**src/rtl/dma_mem_arbiter.sv**
```systemverilog
// Two-master memory port arbiter (core M0, DMAC M1) with burst-limited round-robin ownership.
// Define ARB_CORE_PRIORITY_EN to give M0 strict priority: it wins ties and is never preempted.
module dma_mem_arbiter #(
    parameter int unsigned ADR_SIZE  = 16,
    parameter int unsigned DATA_SIZE = 16,
    parameter int unsigned MAX_BURST = 4
) (
    input  logic                 clk,
    input  logic                 rst,
    input  logic                 m0_req,
    input  logic                 m0_wr_rd,
    input  logic [ADR_SIZE-1:0]  m0_adr,
    input  logic [DATA_SIZE-1:0] m0_wdata,
    input  logic                 m1_req,
    input  logic                 m1_wr_rd,
    input  logic [ADR_SIZE-1:0]  m1_adr,
    input  logic [DATA_SIZE-1:0] m1_wdata,
    output logic                 m0_gnt,
    output logic                 m1_gnt,
    output logic                 m0_rvalid,
    output logic                 m1_rvalid,
    output logic [DATA_SIZE-1:0] rdata,
    output logic                 mem_en,
    output logic                 mem_wr_rd,
    output logic [ADR_SIZE-1:0]  mem_adr,
    output logic [DATA_SIZE-1:0] mem_dout,
    input  logic [DATA_SIZE-1:0] mem_din,
    input  logic                 mem_stall
);

    localparam logic [7:0] BURST_LAST = 8'(MAX_BURST);
`ifdef ARB_CORE_PRIORITY_EN
    localparam bit CORE_PRIO = 1'b1;
`else
    localparam bit CORE_PRIO = 1'b0;
`endif

    typedef enum logic [1:0] {IDLE, OWN0, OWN1} state_t;

    state_t     state_q, state_d;
    logic [7:0] cnt_q, cnt_d;
    logic       last_served_q, last_served_d;
    logic       rvalid0_q, rvalid0_d;
    logic       rvalid1_q, rvalid1_d;
    logic       beat_c;
    logic       burst_end_c;
    logic [7:0] cnt_inc_c;

    // Memory port follows the current owner; nothing is driven while idle.
    always_comb begin
        mem_en    = 1'b0;
        mem_wr_rd = 1'b0;
        mem_adr   = '0;
        mem_dout  = '0;
        case (state_q)
            OWN0: begin
                mem_en    = m0_req;
                mem_wr_rd = m0_wr_rd;
                mem_adr   = m0_adr;
                mem_dout  = m0_wdata;
            end
            OWN1: begin
                mem_en    = m1_req;
                mem_wr_rd = m1_wr_rd;
                mem_adr   = m1_adr;
                mem_dout  = m1_wdata;
            end
            default: ;
        endcase
    end

    assign beat_c      = mem_en && !mem_stall;
    assign cnt_inc_c   = cnt_q + 8'd1;
    assign burst_end_c = beat_c && (cnt_inc_c == BURST_LAST);

    // Ownership FSM, beat counter and read-valid routing.
    always_comb begin
        state_d       = state_q;
        cnt_d         = cnt_q;
        last_served_d = last_served_q;
        rvalid0_d     = beat_c && (state_q == OWN0) && !mem_wr_rd;
        rvalid1_d     = beat_c && (state_q == OWN1) && !mem_wr_rd;
        case (state_q)
            IDLE: begin
                if (m0_req && (!m1_req || CORE_PRIO || last_served_q)) begin
                    state_d       = OWN0;
                    cnt_d         = 8'd0;
                    last_served_d = 1'b0;
                end else if (m1_req) begin
                    state_d       = OWN1;
                    cnt_d         = 8'd0;
                    last_served_d = 1'b1;
                end
            end
            OWN0: begin
                if (!m0_req) begin
                    state_d = IDLE;
                end else if (burst_end_c) begin
                    cnt_d = 8'd0;
                    if (m1_req && !CORE_PRIO) begin
                        state_d       = OWN1;
                        last_served_d = 1'b1;
                    end
                end else if (beat_c) begin
                    cnt_d = cnt_inc_c;
                end
            end
            OWN1: begin
                if (!m1_req) begin
                    state_d = IDLE;
                end else if (burst_end_c) begin
                    cnt_d = 8'd0;
                    if (m0_req) begin
                        state_d       = OWN0;
                        last_served_d = 1'b0;
                    end
                end else if (beat_c) begin
                    cnt_d = cnt_inc_c;
                end
            end
            default: state_d = IDLE;
        endcase
    end

    always_ff @(posedge clk) begin
        if (rst) begin
            state_q       <= IDLE;
            cnt_q         <= 8'd0;
            last_served_q <= 1'b1;
            rvalid0_q     <= 1'b0;
            rvalid1_q     <= 1'b0;
        end else begin
            state_q       <= state_d;
            cnt_q         <= cnt_d;
            last_served_q <= last_served_d;
            rvalid0_q     <= rvalid0_d;
            rvalid1_q     <= rvalid1_d;
        end
    end

    assign m0_gnt    = (state_q == OWN0);
    assign m1_gnt    = (state_q == OWN1);
    assign m0_rvalid = rvalid0_q;
    assign m1_rvalid = rvalid1_q;
    assign rdata     = mem_din;

endmodule
```
**config.mk**
```make
export PLATFORM = sky130hd
export DESIGN_NAME = dma_mem_arbiter
export DESIGN_NICKNAME = d
export VERILOG_FILES = /design/src/rtl/dma_mem_arbiter.sv
export SDC_FILE = /design/constraint.sdc
export NUM_CORES = 1
export LEC_CHECK = 0
export ABC_CLOCK_PERIOD_IN_PS = 2500
export CORE_UTILIZATION = 30
export DETAILED_ROUTE_END_ITERATION = 6
export PLACE_DENSITY = 0.77
export SKIP_LAST_GASP = 1
export SYNTH_ARGS = -nofsm -noshare
export SYNTH_HDL_FRONTEND = slang
export SYNTH_SLANG_ARGS = --single-unit
```
**constraint.sdc**
```tcl
create_clock -name clk -period 2.5 [get_ports clk]
set_input_delay 0.5 -clock clk [delete_from_list [all_inputs] [get_ports clk]]
set_output_delay 0.5 -clock clk [all_outputs]
set_load 0.05 [all_outputs]
```
==> summary.txt <==
Area grow syn2layout: 101%
Final net count: 365
Syn_nets: 278
Combinational Power Share: 74.8%
Power per cell area: 599 nW/um2
Core ar.: 4470 um2
Clock network power share: 11.2%
Critical Path Fanout Max: 32
Worst path arrival time: 1.89 ns
Clock transition at path regs: 0.06 ns
Longest Clk Path Bufs: 2
Vias per cell: 5.34
Final instance area: 2880 um2
Synth warn: 0
Initial antenna violation count: 0
Synth top cells by count: 32 x a22o_1, 17 x buf_4, 15 x nor2_1, 13 x dfxtp_1
Postcts setup bufs: 0
RSZ-0062 raised after global routing: no
Skew final: 0.00376 ns
Synth unique cells: 44
Reg area: 263 um2
Share of cells above drive strength 1: 32.5%
# clock sinks: 13
Fillers: 373
Top post-synthesis cells by area: a22o_1 20%, dfxtp_1 18%, buf_4 8.9%, ha_1 5.2%, nor2_1 3.9%
Pleak: 1.13 nW
Syn Area/Cell: 7.76 um2
CTS buffer count: 3
Clk Latency, worst-skew pair: 0.25 ns
Detail Placement HPWL: 4650 um
Setup TNS: 0 ns
Total congestion overflow: 0
Grt met1 use: 27.1%
Final worst setup slack: 0.106 ns
Ports: 141
Max incr delay on CP: 0.35 ns
DP Area: 2830 um2
Asr flop ratio synth: 0%
GRT Resource Usage Total: 22.0%
# setup viols final: 0
CP max-delay cell: dfxtp_2
Grt met3 use: 5.13%
Setup crit end kind: output pin
Internal power: 0.000952 W
Worst path top cell family by delay: buffers and inverters
Worst-Margin Slew: 0.526 ns
Global-route wire length before repair: 8640 um
Failing checks: design-rule violations
Most area-hungry cell type in the Yosys netlist: a22o_1
Crit path cell chain: inv_1 -> ha_1 -> buf_4 -> and2_1 -> buf_12 -> a22o_2 -> buf_12
Routed Antenna Nets: 0
Pre-CTS setup slack: 0.241 ns
Seq pwr share: 14.0%
Starting density of the core: 32.1%
Max_cap viols: 0
Rows: 24
Rel. slew slack: 64.8%
Seq/Total Area, Yosys: 18.1%
WS Path Type: reg -> out
Min cycle time layout: 2.39 ns
DRT Pass-1 Iters: 7
Most used cell, CP: buf_12
Drt initial violations: 136
CTS tree: yes
DR vias: 1724
Max Clock Freq: 418 MHz
WHS: 0.485 ns
Worst path required time: 2.00 ns
Cell count after placement: 319
Number of flops mapped to enable cells by yosys: 0
Ant. Diodes: 0
Chip height: 71.2 um
Drc violations: 10
Final Slew Violations: 0
Synthesized instance count: 185
Largest net degree at the start of global routing: 33
Die Wd: 71.2 um
Post-Route WL: 5770 um
Hold Fails Final Rpt: 0
Clock root buffer: clkbuf_8
Netlist Area Pre-Place: 1440 um2
VDD IR max: 0.000245 V
Routed len/inst: 17.9 um
Vias in the first global route: 1658
NetSw: 0.000773 W
Startpoint Class: register
Synthesized flop and latch total: 13
Final Non-Filler Cells: 323
Run status: finished with violations
Met2 Track Usage GR: 38.0%
Die footprint: 5070 um2
Multi-input gate area: 1000 um2
Bufs and invs on worst path: 4
Yosys top cell area share: 19.5%
IO buf count: 108
Hold Crit Class: reg -> reg
H-tree Lvls: 1
Most frequent cell after synthesis: a22o_1
Switching share of power: 44.8%
Prevailing post-synth register cell: dfxtp_1
Global route hottest layer: met2
Routability Congestion: 0.865
Fin crit share: 95.7%
## worst min-delay path: cells and delay by family (launching register included)
family,cells,cell delay [ns]
flip-flops,1,0.34
AND/OR/NAND/NOR,1,0.05
multiplexers,1,0.06
## registers in the layout, summed over array words and instances, names as in the netlist
signal         cells
cnt_q              8
m1_rvalid          1
state_q            2
m0_rvalid          1
last_served_q      1
## power groups by stage
| stage | registers, W | logic, W | clock network (W) |
|---|---|---|---|
| 6_report | 0.000242 | 0.00129 | 0.000193 |
| 5_1_grt | 0.000245 | 0.00136 | 0.000208 |
| 4_1_cts | 0.000240 | 0.00130 | 0.000202 |
| 3_5_place_dp | 0.000245 | 0.00129 | 0 |
| 3_3_place_gp | 0.000243 | 0.00127 | 0 |
| 2_1_floorplan | 0.000241 | 0.000769 | 0 |
## metal layers
| layer | vias up | share of wire [%] |
|---|---|---|
| met5 | - | 0 |
| met4 | 0 | 1.1 |
| met3 | 7 | 7.2 |
| met2 | 67 | 52 |
| met1 | 796 | 40 |
| li1 | 854 | - |
## cell type report
class / instances / share of cell area, %
clock buffer: 3 / 1.43
clock inverter: 1 / 0.174
inverter: 7 / 0.912
multi-input combinational: 133 / 34.8
sequential: 13 / 9.12
tap: 52 / 2.26
timing repair buffer: 114 / 51.3
## final timing paths
| kind | start | to | slack [ns] | cells past startpoint |
|---|---|---|---|---|
| worst min register to register | state_q[0]$_SDFFE_PP0P_ | state_q[0]$_SDFFE_PP0P_ | 0.49 | 2 |
| worst max-delay path | state_q[0]$_SDFFE_PP0P_ | mem_adr[4] | 0.11 | 7 |
| worst min-delay path | state_q[0]$_SDFFE_PP0P_ | state_q[0]$_SDFFE_PP0P_ | 0.49 | 2 |
| worst max register to register | cnt_q[0]$_SDFFE_PP0P_ | last_served_q$_SDFFE_PP1P_ | 0.39 | 7 |
## what timing repair did
action / CTS / global route
hold buffers: 0 / 0
setup endpoints to repair: 9 / 32
gates resized for setup: 1 / 2
pin swaps: 0 / 0
## per-stage QoR
step / util (%) / power [W]
detailed placement: 63.3 / 0.00153
floorplan: - / 0.00101
global route: 64.4 / 0.00181
CTS: 64.3 / 0.00174
finish: 64.4 / 0.00173
global placement: 63.3 / 0.00152
## cell families (layout without fill, tap and decap cells)
| kind of cell | count (synthesis) | after routing | synth area share (%) |
|---|---|---|---|
| multiplexers | 2 | 2 | 1.39 |
| AO/OA/AOI/OAI | 71 | 71 | 39.2 |
| adder cells (fa/ha/maj) | 6 | 6 | 5.23 |
| flip-flops | 13 | 13 | 18.1 |
| XOR/XNOR | 3 | 3 | 1.83 |
| buffers and inverters | 39 | 125 | 15.1 |
| AND/OR/NAND/NOR | 51 | 51 | 19.2 |
## placed cells by master (no fill, tap or decap), drive strengths merged, types with 2 or more instances in the layout
cell / netlist / layout
a21o: 2 / 2
o21ai: 7 / 7
and3: 3 / 3
nand2: 8 / 8
ha: 6 / 6
clkbuf: 10 / 3
clkdlybuf4s50: 0 / 73
nor2: 15 / 15
buf: 22 / 41
nand3: 7 / 7
a22o: 32 / 32
xnor2: 2 / 2
a31oi: 4 / 4
o221ai: 2 / 2
nor3: 6 / 6
a22oi: 4 / 4
dfxtp: 13 / 13
inv: 7 / 7
mux2i: 2 / 2
and2: 5 / 5
a21oi: 10 / 10
(Power assumes the default switching activity.)
